==> config.mk <==
export PLATFORM = sky130hd
export DESIGN_NAME = beverage_dispenser_ctrl
export DESIGN_NICKNAME = d
export VERILOG_FILES = /design/src/rtl/beverage_dispenser_ctrl.sv
export SDC_FILE = /design/constraint.sdc
export NUM_CORES = 1
export LEC_CHECK = 0
export ABC_AREA = 1
export CORE_ASPECT_RATIO = 1.2
export CORE_UTILIZATION = 44
export DETAILED_ROUTE_END_ITERATION = 8
export GPL_TIMING_DRIVEN = 0
export HOLD_SLACK_MARGIN = 0.06
export PLACE_DENSITY_LB_ADDON = 0.12
export RECOVER_POWER = 50
export SLEW_MARGIN = 20
export SYNTH_ARGS = -nofsm -noshare
export SYNTH_HDL_FRONTEND = slang
export SYNTH_SLANG_ARGS = --single-unit
==> constraint.sdc <==
create_clock -name i_clk -period 4.6 [get_ports i_clk]
set_clock_uncertainty 0.2 [all_clocks]
set_input_delay 1.15 -clock i_clk [delete_from_list [all_inputs] [get_ports i_clk]]
set_output_delay 1.15 -clock i_clk [all_outputs]
set_load 0.01 [all_outputs]
==> src/rtl/beverage_dispenser_ctrl.sv <==
// Beverage vending controller: coin credit, priced selection, recipe-driven valve
// sequencing with a sugar level, and change return.
module beverage_dispenser_ctrl #(
    parameter int unsigned CREDIT_W    = 10,
    parameter int unsigned N_DRINKS    = 4,
    parameter int unsigned COIN_A      = 100,
    parameter int unsigned COIN_B      = 500,
    parameter int unsigned MAX_CREDIT  = 1000,
    parameter int unsigned STEP_CYCLES = 4,
    parameter logic [N_DRINKS*CREDIT_W-1:0] PRICES = {10'd500, 10'd600, 10'd400, 10'd300},
    parameter logic [N_DRINKS*5-1:0] RECIPES = {5'b10111, 5'b11111, 5'b11101, 5'b11001},
    localparam int unsigned SEL_W = (N_DRINKS > 1) ? $clog2(N_DRINKS) : 1
) (
    input  logic                i_clk,
    input  logic                i_rst_n,
    input  logic                i_coin_100,
    input  logic                i_coin_500,
    input  logic [SEL_W-1:0]    i_drink_sel,
    input  logic                i_select,
    input  logic                i_cancel,
    input  logic [1:0]          i_sugar_lvl,
    output logic [CREDIT_W-1:0] o_credit,
    output logic [CREDIT_W-1:0] o_change,
    output logic                o_change_valid,
    output logic                o_water,
    output logic                o_coffee,
    output logic                o_milk,
    output logic                o_chocolate,
    output logic                o_sugar,
    output logic                o_busy,
    output logic                o_finished,
    output logic                o_reject,
    output logic                o_deny
);

    localparam int unsigned CNT_W = $clog2(3 * STEP_CYCLES + 1);
    localparam int unsigned SUM_W = CREDIT_W + 1;
    localparam int unsigned ACC_W = CREDIT_W + 2;

    typedef enum logic [1:0] {StIdle, StDispense, StChange} state_t;

    state_t              r_state;
    logic                r_coin_100_prev;
    logic                r_coin_500_prev;
    logic [CREDIT_W-1:0] r_credit;
    logic [CREDIT_W-1:0] r_price;
    logic [CREDIT_W-1:0] r_change;
    logic [4:0]          r_recipe;
    logic [1:0]          r_sugar;
    logic [2:0]          r_step;
    logic [CNT_W-1:0]    r_cnt;
    logic [4:0]          r_valves;
    logic                r_change_valid;
    logic                r_busy;
    logic                r_finished;
    logic                r_reject;
    logic                r_deny;

    logic                w_edge_a;
    logic                w_edge_b;
    logic                w_any_coin;
    logic [SUM_W-1:0]    w_sum;
    logic                w_coin_fits;
    logic                w_sel_valid;
    logic [CREDIT_W-1:0] w_sel_price;
    logic [4:0]          w_sel_recipe;
    logic                w_afford;
    logic [3:0]          w_first;
    logic [3:0]          w_next;

    // Step order: 0 water, 1 coffee, 2 milk, 3 chocolate, 4 sugar.
    function automatic logic step_en(input logic [2:0] idx, input logic [4:0] rec,
                                     input logic [1:0] sug);
        logic en;
        unique case (idx)
            3'd0:    en = rec[4];
            3'd1:    en = rec[3];
            3'd2:    en = rec[2];
            3'd3:    en = rec[1];
            3'd4:    en = rec[0] && (sug != 2'd0);
            default: en = 1'b0;
        endcase
        return en;
    endfunction

    // Returns {found, index} of the first enabled step at or after start_idx.
    function automatic logic [3:0] first_step(input logic [2:0] start_idx,
                                              input logic [4:0] rec, input logic [1:0] sug);
        logic       found;
        logic [2:0] idx;
        found = 1'b0;
        idx   = 3'd0;
        for (int k = 0; k < 5; k++) begin
            if (!found && k >= int'(start_idx) && step_en(3'(k), rec, sug)) begin
                found = 1'b1;
                idx   = 3'(k);
            end
        end
        return {found, idx};
    endfunction

    // Counter load value: remaining cycles after the first one of the step.
    function automatic logic [CNT_W-1:0] step_len(input logic [2:0] idx, input logic [1:0] sug);
        if (idx == 3'd4) begin
            return CNT_W'(STEP_CYCLES * 32'(sug) - 32'd1);
        end
        return CNT_W'(STEP_CYCLES - 32'd1);
    endfunction

    assign w_edge_a    = i_coin_100 & ~r_coin_100_prev;
    assign w_edge_b    = i_coin_500 & ~r_coin_500_prev;
    assign w_any_coin  = w_edge_a | w_edge_b;
    assign w_sum       = (w_edge_a ? SUM_W'(COIN_A) : '0) + (w_edge_b ? SUM_W'(COIN_B) : '0);
    assign w_coin_fits = (ACC_W'(r_credit) + ACC_W'(w_sum)) <= ACC_W'(MAX_CREDIT);
    assign w_sel_valid = 32'(i_drink_sel) < N_DRINKS;
    assign w_afford    = r_credit >= w_sel_price;
    assign w_first     = first_step(3'd0, w_sel_recipe, i_sugar_lvl);
    assign w_next      = first_step(r_step + 3'd1, r_recipe, r_sugar);

    always_comb begin
        w_sel_price  = '0;
        w_sel_recipe = '0;
        for (int unsigned i = 0; i < N_DRINKS; i++) begin
            if (i_drink_sel == SEL_W'(i)) begin
                w_sel_price  = PRICES[i*CREDIT_W +: CREDIT_W];
                w_sel_recipe = RECIPES[i*5 +: 5];
            end
        end
    end

    always_ff @(posedge i_clk or negedge i_rst_n) begin
        if (!i_rst_n) begin
            r_state         <= StIdle;
            r_coin_100_prev <= 1'b1;
            r_coin_500_prev <= 1'b1;
            r_credit        <= '0;
            r_price         <= '0;
            r_change        <= '0;
            r_recipe        <= '0;
            r_sugar         <= '0;
            r_step          <= '0;
            r_cnt           <= '0;
            r_valves        <= '0;
            r_change_valid  <= 1'b0;
            r_busy          <= 1'b0;
            r_finished      <= 1'b0;
            r_reject        <= 1'b0;
            r_deny          <= 1'b0;
        end else begin
            r_coin_100_prev <= i_coin_100;
            r_coin_500_prev <= i_coin_500;
            r_change_valid  <= 1'b0;
            r_finished      <= 1'b0;
            r_reject        <= 1'b0;
            r_deny          <= 1'b0;
            unique case (r_state)
                StIdle: begin
                    if (i_cancel) begin
                        r_reject <= w_any_coin;
                        if (r_credit != '0) begin
                            r_change       <= r_credit;
                            r_change_valid <= 1'b1;
                            r_credit       <= '0;
                        end
                    end else if (i_select && w_sel_valid && w_afford) begin
                        r_reject <= w_any_coin;
                        r_price  <= w_sel_price;
                        r_recipe <= w_sel_recipe;
                        r_sugar  <= i_sugar_lvl;
                        r_busy   <= 1'b1;
                        if (w_first[3]) begin
                            r_state  <= StDispense;
                            r_step   <= w_first[2:0];
                            r_cnt    <= step_len(w_first[2:0], i_sugar_lvl);
                            r_valves <= 5'b10000 >> w_first[2:0];
                        end else begin
                            // Empty recipe: nothing to pour, settle immediately.
                            r_state        <= StChange;
                            r_change       <= r_credit - w_sel_price;
                            r_change_valid <= 1'b1;
                            r_finished     <= 1'b1;
                            r_credit       <= '0;
                        end
                    end else begin
                        r_deny <= i_select;
                        if (w_any_coin) begin
                            if (w_coin_fits) begin
                                r_credit <= r_credit + w_sum[CREDIT_W-1:0];
                            end else begin
                                r_reject <= 1'b1;
                            end
                        end
                    end
                end
                StDispense: begin
                    r_reject <= w_any_coin;
                    if (r_cnt != '0) begin
                        r_cnt <= r_cnt - CNT_W'(1);
                    end else if (w_next[3]) begin
                        r_step   <= w_next[2:0];
                        r_cnt    <= step_len(w_next[2:0], r_sugar);
                        r_valves <= 5'b10000 >> w_next[2:0];
                    end else begin
                        r_valves       <= '0;
                        r_state        <= StChange;
                        r_change       <= r_credit - r_price;
                        r_change_valid <= 1'b1;
                        r_finished     <= 1'b1;
                        r_credit       <= '0;
                    end
                end
                StChange: begin
                    r_reject <= w_any_coin;
                    r_busy   <= 1'b0;
                    r_state  <= StIdle;
                end
                default: r_state <= StIdle;
            endcase
        end
    end

    assign o_credit       = r_credit;
    assign o_change       = r_change;
    assign o_change_valid = r_change_valid;
    assign o_water        = r_valves[4];
    assign o_coffee       = r_valves[3];
    assign o_milk         = r_valves[2];
    assign o_chocolate    = r_valves[1];
    assign o_sugar        = r_valves[0];
    assign o_busy         = r_busy;
    assign o_finished     = r_finished;
    assign o_reject       = r_reject;
    assign o_deny         = r_deny;

endmodule

==> out/metrics.yaml, run 1 <==
run_status:
  status: "finished, violations left"
  violations: "capacitance limit, slew limit"
layout:
  antenna_cells: 0
  final_cell_mix: "nand2_1 (162), inv_1 (72), dfrtp_1 (46)"
  instances_no_fill: 707
  fin_area_sq_mm: 0.00450
  finalNetCount: 642
  fillCellCount: 871
  final_common_cell: "nand2_1"
  drive_gt1_share_pct: 8.98
  fin_util_pct: 52.3
  syn2layout_area_growth_pct: 15.1
detailed_routing:
  top_layer: "met4"
  wl_met2_mm: 4.76
  routed_wl_mm: 9.48
  drtIter0Drc: 158
  ant_nets: 0
  drc_errors: 0
  vias: 3528
  wl_per_cell_microns: 13.4
  route.met3.wl_microns: 344
  wl_met1_mm: 4.19
  first_pass_iters: 4
  vias_per_cell: 4.99
clock_tree:
  cts.sinks: 48
  cts_root_buffer: "clkbuf_8"
  cts_tree: "yes"
  insertion_delay_ps: 320
  holdBufCountCts: 0
  cts_made_buffers: 5
  htreeDepth: 2
  cts_setup_buffers: 0
  cts.clk_slew.worst_paths_ps: 90
  clk_path_buf_depth: 2
  cts_resized: 0
die:
  rows: 37
  die-area_sq_mm: 0.00927
  coreArea_sq_mm: 0.00861
  die_y_microns: 105
  die_x_microns: 88.1
  io_pins: 40
  initial_core_util_pct: 45.4
worst_hold_path:
  min-delay-start: "o_change[4]"
  hold_depth: 2
  min_to: "o_change[4]"
  hold_class: "flip-flop to flip-flop"
synthesis:
  synth_edf_count: 0
  synth_flop_cell: "dfrtp_1"
  post_synth.cell_area_avg_sq_um: 7.19
  synthArstFlopShare_pct: 100
  ys_seq_area_share_pct: 30.8
  synth.distinct_cells: 48
  yosys_warnings: 0
  netlist_area_sq_mm: 0.00391
  syn_inst: 544
  synth-seq-cells: 48
global_routing:
  grtUsageTotal_pct: 22.4
  grt_pass1_wl_mm: 16.0
  antenna_found_initial: 0
  grt_pass1_vias: 3347
  grt_max_degree: 30
  overflow: 0
timing:
  setup_viol: 0
  rsz0062_at_grt: "no"
  relSlewSlack_pct: -5.99
  fin_tns_setup_ps: 0
  layout_setup_ws_ps: 351
  worst_pin_slew_ps: 1590
  timing.final.crit_share_pct: 92.4
  final_max_slew_viol_count: 30
  hold_violations: 0
  layout_min_cycle_time_ps: 4250
  hold_ws_ps: 267
  max_freq_mhz: 235
placement:
  pre_cts_slack_ps: 17.3
  dpl.cell_count: 699
  gp_congestion: 0.816
  place_hpwl_mm: 7.59
  port_buffers: 34
  place_area_sq_mm: 0.00443
critical_path:
  startpoint_type: "input pin"
  cp_cell_sequence: "clkdlybuf4s50_1 -> inv_1 -> ha_1 -> inv_1 -> ha_1 -> inv_1 -> fa_1 -> nand3_1 -> nand3_1 -> nand2_1 -> nand3_2 -> nand2_4 -> inv_4 -> nand2_2 -> clkbuf_1 -> o22ai_1"
  critical_path_class: "input pin to flip-flop"
  path_common_cell: "inv_1"
  crit_slowest_cell: "clkdlybuf4s50_1"
  reg2reg_depth: 15
  end_kind: "flip-flop"
  cp_max_fo: 10
  r2r-end: "o_credit[6]"
  timing.rr.start: "r_coin_500_prev"
  cpPeakStageDelay_ps: 670
  required_ps: 4590
  arrival_ps: 4240
  r2r_slack_ps: 1480
pwr:
  peakVddDrop_v: 0.000244
  power_leakage_nw: 2.36
  power_mw: 2.76
  pwr_density_cell_mw_per_mm2: 613
run:
  maxCapViolCount: 1
cells in the mapped netlist, types with 2 or more instances:
library cell  count  area, sq um
nand2_1         162          608
inv_1            72          270
dfrtp_1          46         1150
nor2_1           44          165
ha_1             40          500
o21ai_0          32          160
nand3_1          31          155
a21oi_1          24          120
nand4_1           7         43.8
o21ai_1           7         35.0
buf_4             6         45.0
or2_2             6         37.5
inv_2             5         18.8
o211ai_1          5         37.5
clkbuf_1          4         15.0
o22ai_1           4         25.0
xor2_1            4         35.0
fa_1              3         60.1
nand2_2           3         18.8
nand2_4           3         33.8
o21ai_2           3         26.3
xnor2_1           3         26.3
dfstp_2           2         52.6
nor2_2            2         12.5
nor2_4            2         22.5
nor3_1            2         10.0
how the worst max path moves through the flow:
stage               cells after the start           to  slack [ps]      startpoint
detailed placement                     16   r_state[0]          20  i_drink_sel[0]
finish                                 16   r_state[0]         350  i_drink_sel[0]
CTS                                    16   r_state[0]         360  i_drink_sel[0]
floorplan                              16  o_credit[3]        1050      i_coin_500
global placement                       16   r_state[0]           8  i_drink_sel[0]
global route                           17  o_credit[4]         120      i_coin_500
kinds of logic (layout without fill, tap and decap cells):
logic type / Yosys count / in the layout / synth area share, %
AOI/OAI and AO/OA: 82 / 82 / 12.0
xor gates and xnor gates: 7 / 7 / 1.57
adders and majority gates: 43 / 43 / 14.3
buffers and inverters: 91 / 134 / 9.63
DFF: 48 / 48 / 30.8
muxes: 1 / 1 / 0.256
other: 1 / 4 / 0.0958
and+or+nand+nor: 271 / 271 / 31.3
layer usage:
metal	GRT usage, %	up-vias
met4	7.26	0
li1	-	1830
met3	3.68	16
met5	0	-
met1	27.5	1618
met2	39.1	64
power by group:
group          switching (mW)  internal, mW  total, mW
sequential              0.137         0.588      0.726
combinational            1.07         0.688       1.75
clock                   0.159         0.124      0.282
total                    1.36          1.40       2.76
state kept, by name, indices dropped and copies added, names as in the netlist:
| name | flops |
|---|---|
| r_recipe | 4 |
| o_reject | 1 |
| r_coin_500_prev | 1 |
| r_cnt | 4 |
| r_price | 5 |
| r_step | 3 |
| o_credit | 8 |
| o_change | 8 |
| o_change_valid | 1 |
| r_sugar | 2 |
| o_finished | 1 |
| r_state | 2 |
| r_valves | 5 |
| r_coin_100_prev | 1 |
| o_deny | 1 |
| o_busy | 1 |
final cells by class:
type	count	area, sq um	share of cell area [%]
Inverter	79	300	6.67
Buffer	12	76.3	1.69
Timing Repair Buffer	35	338	7.50
Clock buffer	7	86.3	1.92
Clock inverter	1	8.76	0.194
Sequential cell	48	1200	26.7
Multi-Input combinational cell	408	2340	52.0
Tap cell	117	146	3.25
critical path: cells and delay by family:
| family | cells | cell delay, ps |
|---|---|---|
| adder cells (fa/ha/maj) | 3 | 890 |
| AO/OA/AOI/OAI | 1 | 170 |
| AND/OR/NAND/NOR | 6 | 620 |
| buffers and inverters | 6 | 1390 |
Power figures use the tool's default switching activity.
==> run 2: changes to the inputs <==
--- a/config.mk
+++ b/config.mk
@@ -13,6 +13,7 @@
 export HOLD_SLACK_MARGIN = 0.06
 export PLACE_DENSITY_LB_ADDON = 0.12
 export RECOVER_POWER = 50
+export REMOVE_ABC_BUFFERS = 1
 export SLEW_MARGIN = 20
 export SYNTH_ARGS = -nofsm -noshare
 export SYNTH_HDL_FRONTEND = slang
==> out/metrics.yaml, run 2 (synthesis results as in run 1) <==
run_status:
  status: "finished, violations left"  # unchanged
  violations: "capacitance limit, slew limit"  # unchanged
die:
  coreArea_sq_mm: 0.00861  # unchanged
  initial_core_util_pct: 45.4  # unchanged
  rows: 37  # unchanged
  die-area_sq_mm: 0.00927  # unchanged
  die_x_microns: 88.1  # unchanged
  io_pins: 40  # unchanged
  die_y_microns: 105  # unchanged
placement:
  gp_congestion: 0.873  # was 0.816
  place_area_sq_mm: 0.00434  # was 0.00443 sq mm
  place_hpwl_mm: 7.25  # was 7.59 mm
  port_buffers: 35  # was 34
clock_tree:
  cts_made_buffers: 5  # unchanged
  cts.sinks: 48  # unchanged
  holdBufCountCts: 0  # unchanged
  cts_tree: "yes"  # unchanged
  cts.clk_slew.worst_paths_ps: 90  # about the same
  cts_root_buffer: "clkbuf_8"  # unchanged
  cts_resized: 0  # unchanged
  htreeDepth: 2  # unchanged
  cts_setup_buffers: 0  # unchanged
  clk_path_buf_depth: 2  # unchanged
  insertion_delay_ps: 320  # about the same
global_routing:
  grt_util_met1_pct: 27.6  # was 27.5%
  grt-busiest-layer: "met2"  # unchanged
  grt_pass1_wl_mm: 15.2  # was 16.0 mm
  grtUsageTotal_pct: 21.4  # was 22.4%
  use_met2_pct: 36.7  # was 39.1%
  grt_pass1_vias: 3155  # was 3,347
  antenna_found_initial: 0  # unchanged
  grtUsageMet3_pct: 2.82  # was 3.68%
  grt_max_degree: 49  # was 30
  overflow: 0  # unchanged
layout:
  fillCellCount: 906  # was 871
  multi_input_area_sq_mm: 0.00235  # was 0.00234 sq mm
  syn2layout_area_growth_pct: 13.0  # was 15.1%
  regArea_sq_mm: 0.00120  # unchanged
  fin_area_sq_mm: 0.00442  # was 0.00450 sq mm
  finalNetCount: 630  # was 642
  final_cell_mix: "nand2_1 (162), inv_1 (72), dfrtp_1 (46)"  # unchanged
  antenna_cells: 0  # unchanged
  drive_gt1_share_pct: 7.63  # was 8.98%
  final_common_cell: "nand2_1"  # unchanged
critical_path:
  required_ps: 4640  # was 4590 ps
  end_kind: "flip-flop"  # unchanged
  critical_path_class: "input pin to flip-flop"  # unchanged
  startpoint_type: "input pin"  # unchanged
  arrival_ps: 4330  # was 4240 ps
  cp_max_fo: 21  # was 10
worst_hold_path:
  hold_class: "flip-flop to flip-flop"  # unchanged
timing:
  hold_ws_ps: 271  # was 267 ps
  relSlewSlack_pct: -74.8  # was -5.99%
  setup_viol: 0  # unchanged
  worst_pin_slew_ps: 2620  # was 1590 ps
  hold_violations: 0  # unchanged
  final_max_slew_viol_count: 49  # was 30
  max_freq_mhz: 233  # was 235 MHz
  timing.final.crit_share_pct: 93.2  # was 92.4%
  rsz0062_at_grt: "no"  # unchanged
  layout_min_cycle_time_ps: 4290  # was 4250 ps
detailed_routing:
  routed_wl_mm: 9.36  # was 9.48 mm
  drc_errors: 0  # unchanged
  ant_nets: 0  # unchanged
  vias: 3479  # was 3,528
  drtIter0Drc: 137  # was 158
  first_pass_iters: 4  # unchanged
  wl_per_cell_microns: 13.5  # was 13.4 microns
  vias_per_cell: 5.01  # was 4.99
pwr:
  pwr_density_cell_mw_per_mm2: 616  # was 613 mW/mm^2
  peakVddDrop_v: 0.000205  # was 0.000244 V
  power_leakage_nw: 2.32  # was 2.36 nW
  power_mw: 2.72  # was 2.76 mW
run:
  maxCapViolCount: 1  # unchanged
-- run 2: worst paths after layout --
path | start | endpoint | slack, ps | cells past startpoint
worst min register to register | o_change[4] | o_change[4] | 270 | 2
worst min-delay path | o_change[4] | o_change[4] | 270 | 2
worst max-delay path | i_drink_sel[0] | r_step[0] | 310 | 18
min in group asynchronous | i_rst_n | r_price[8] | 1440 | 1
max in group asynchronous | i_rst_n | r_sugar[0] | 1270 | 1
worst max register to register | r_coin_500_prev | o_credit[3] | 1360 | 15
-- run 2: layout make-up --
type	count	area share [%]
clock buffer	6	1.64
clock inverter	1	0.113
inverter	79	6.79
multi-input combinational	408	53.1
sequential	48	27.2
tap	117	3.31
timing repair buffer	35	7.78
-- run 2: critical path, stage by stage --
cell	delay, ps
clkdlybuf4s50_1	680
inv_1	170
ha_1	370
inv_1	70
ha_1	130
inv_1	60
fa_1	400
nand3_1	110
nand3_1	100
nand2_1	100
nand3_2	140
nand2_4	120
inv_4	60
nand2_4	210
nand2_1	160
nand4_2	160
nand2_1	70
o21ai_1	80
-- run 2: where the power goes --
group / total (mW) / switching [mW] / internal (mW)
Clock: 0.256 / 0.152 / 0.104
Combinational: 1.74 / 1.07 / 0.673
Sequential: 0.727 / 0.139 / 0.589
Total: 2.72 / 1.36 / 1.37
-- run 2: stage by stage --
stage / cells / setup slack (ps) / TNS, ps / util [%]
after CTS: 694 / 161 / 0 / 51.3
after floorplan: 535 / 1050 / 0 / -
final: 694 / 312 / 0 / 51.3
after global routing: 694 / 51.7 / 0 / 51.3
after global placement: 687 / -88.7 / -356 / 50.5
after detailed placement: 687 / -188 / -1050 / 50.4
-- run 2: metal layers --
metal  share of wire, %  vias up
li1                   -     1809
met2                 50       56
met5                  0        -
met4                1.9        0
met3                2.7       12
met1                 45     1602
==> run 3: changes to the inputs <==
--- a/config.mk
+++ b/config.mk
@@ -11,7 +11,7 @@
 export DETAILED_ROUTE_END_ITERATION = 8
 export GPL_TIMING_DRIVEN = 0
 export HOLD_SLACK_MARGIN = 0.06
-export PLACE_DENSITY_LB_ADDON = 0.12
+export PLACE_DENSITY_LB_ADDON = 0.1
 export RECOVER_POWER = 50
 export REMOVE_ABC_BUFFERS = 1
 export SLEW_MARGIN = 20
==> out/metrics.yaml, run 3 (synthesis results as in run 1) <==
clock_tree:
  insertion_delay_ps: 320  # about the same
  cts_tree: "yes"  # unchanged
  cts.sinks: 48  # unchanged
  clk_path_buf_depth: 2  # unchanged
  cts.clk_slew.worst_paths_ps: 100  # was 90 ps
  cts_resized: 0  # unchanged
  cts_made_buffers: 5  # unchanged
  htreeDepth: 2  # unchanged
  holdBufCountCts: 0  # unchanged
  cts_setup_buffers: 0  # unchanged
  cts_root_buffer: "clkbuf_8"  # unchanged
critical_path:
  critical_path_class: "input pin to flip-flop"  # unchanged
  cpPeakStageDelay_ps: 640  # was 680 ps
  startpoint_type: "input pin"  # unchanged
  end_kind: "flip-flop"  # unchanged
  reg2reg_depth: 15  # unchanged
  arrival_ps: 4250  # was 4330 ps
  startpoint: "i_drink_sel[0]"  # unchanged
  timing.rr.start: "r_coin_500_prev"  # unchanged
  crit_slowest_cell: "clkdlybuf4s50_1"  # unchanged
  cp_max_fo: 21  # unchanged
  cp_cell_sequence: "clkdlybuf4s50_1 -> inv_1 -> ha_1 -> inv_1 -> ha_1 -> inv_1 -> fa_1 -> nand3_1 -> nand3_1 -> nand2_1 -> nand3_2 -> nand2_4 -> inv_4 -> nand2_4 -> nand2_1 -> nand4_2 -> nand2_1 -> o21ai_1"  # unchanged
  required_ps: 4640  # about the same
pwr:
  peakVddDrop_v: 0.000216  # was 0.000205 V
  pwr_density_cell_mw_per_mm2: 642  # was 616 mW/mm^2
  power_leakage_nw: 2.36  # was 2.32 nW
die:
  rows: 37  # unchanged
  die-area_sq_mm: 0.00927  # unchanged
  coreArea_sq_mm: 0.00861  # unchanged
  die_y_microns: 105  # unchanged
  io_pins: 40  # unchanged
  initial_core_util_pct: 45.4  # unchanged
  die_x_microns: 88.1  # unchanged
detailed_routing:
  wl_per_cell_microns: 13.1  # was 13.5 microns
  vias_per_cell: 5.00  # was 5.01
  ant_nets: 0  # unchanged
  drtIter0Drc: 189  # was 137
  vias: 3477  # was 3,479
  routed_wl_mm: 9.11  # was 9.36 mm
  drc_errors: 0  # unchanged
  first_pass_iters: 4  # unchanged
layout:
  syn2layout_area_growth_pct: 15.2  # was 13.0%
  final_cell_mix: "nand2_1 (162), inv_1 (72), dfrtp_1 (46)"  # unchanged
  drive_gt1_share_pct: 7.94  # was 7.63%
  final_common_cell: "nand2_1"  # unchanged
  fillCellCount: 892  # was 906
  finalNetCount: 631  # was 630
  fin_area_sq_mm: 0.00451  # was 0.00442 sq mm
  antenna_cells: 0  # unchanged
placement:
  pre_cts_slack_ps: -78.0  # was -188 ps
  gp_congestion: 0.921  # was 0.873
  place_hpwl_mm: 7.17  # was 7.25 mm
  place_area_sq_mm: 0.00436  # was 0.00434 sq mm
  port_buffers: 35  # unchanged
run_status:
  status: "finished clean"  # was finished, violations left
worst_hold_path:
  min-delay-start: "o_change[4]"  # unchanged
  hold_depth: 2  # unchanged
  hold_class: "flip-flop to flip-flop"  # unchanged
global_routing:
  overflow: 0  # unchanged
  grt_pass1_wl_mm: 15.2  # about the same
  grtUsageTotal_pct: 21.2  # was 21.4%
  grt_pass1_vias: 3223  # was 3,155
  antenna_found_initial: 0  # unchanged
  grt_max_degree: 26  # was 49
timing:
  layout_min_cycle_time_ps: 4210  # was 4290 ps
  setup_viol: 0  # unchanged
  timing.final.crit_share_pct: 91.5  # was 93.2%
  worst_pin_slew_ps: 1380  # was 2620 ps
  final_max_slew_viol_count: 0  # was 49
  max_freq_mhz: 238  # was 233 MHz
  relSlewSlack_pct: 8.09  # was -74.8%
  fin_tns_setup_ps: 0  # unchanged
  rsz0062_at_grt: "no"  # unchanged
  layout_setup_ws_ps: 393  # was 312 ps
  hold_violations: 0  # unchanged
run:
  maxCapViolCount: 0  # was 1
[run 3: critical path, delay by kind of cell]
kind | cells | cell delay [ps]
adder cells (fa/ha/maj) | 3 | 900
buffers and inverters | 5 | 980
AO/OA/AOI/OAI | 1 | 80
AND/OR/NAND/NOR | 9 | 1120
[run 3: final cells by class]
type | count | area (sq um) | area share [%]
clock inverter | 3 | 90.1 | 2.00
inverter | 79 | 300 | 6.66
timing repair buffer | 36 | 348 | 7.72
tap | 117 | 146 | 3.25
clock buffer | 5 | 68.8 | 1.53
sequential | 48 | 1200 | 26.7
multi-input combinational | 408 | 2350 | 52.1
[run 3: power by group]
part	internal (mW)	switching, mW
clock	0.272	0.161
sequential	0.588	0.138
combinational	0.673	1.06
[run 3: metal layers]
layer | global-route usage, % | share of wire, % | wire [microns]
met5 | 0 | 0 | 0
met4 | 8.06 | 2.4 | 219
met3 | 2.82 | 3.2 | 294
met2 | 36.2 | 49 | 4430
met1 | 26.9 | 46 | 4160
[run 3: stage by stage]
stage	instances	utilization (%)	power, mW	hold slack (ps)
6_report	696	52.3	2.89	274
5_1_grt	696	52.3	3.16	292
4_1_cts	696	52.5	2.92	285
3_5_place_dp	688	50.6	2.48	259
3_3_place_gp	687	50.5	2.45	254
2_1_floorplan	535	-	1.97	253
[run 3: final timing paths]
| check | end | slack (ps) |
|---|---|---|
| max in group asynchronous | o_change_valid | 1440 |
| worst max register to register | o_credit[8] | 1500 |
| worst min register to register | o_change[4] | 270 |
| min in group asynchronous | o_change[9] | 920 |
| worst max-delay path | r_step[2] | 390 |
| worst min-delay path | o_change[4] | 270 |
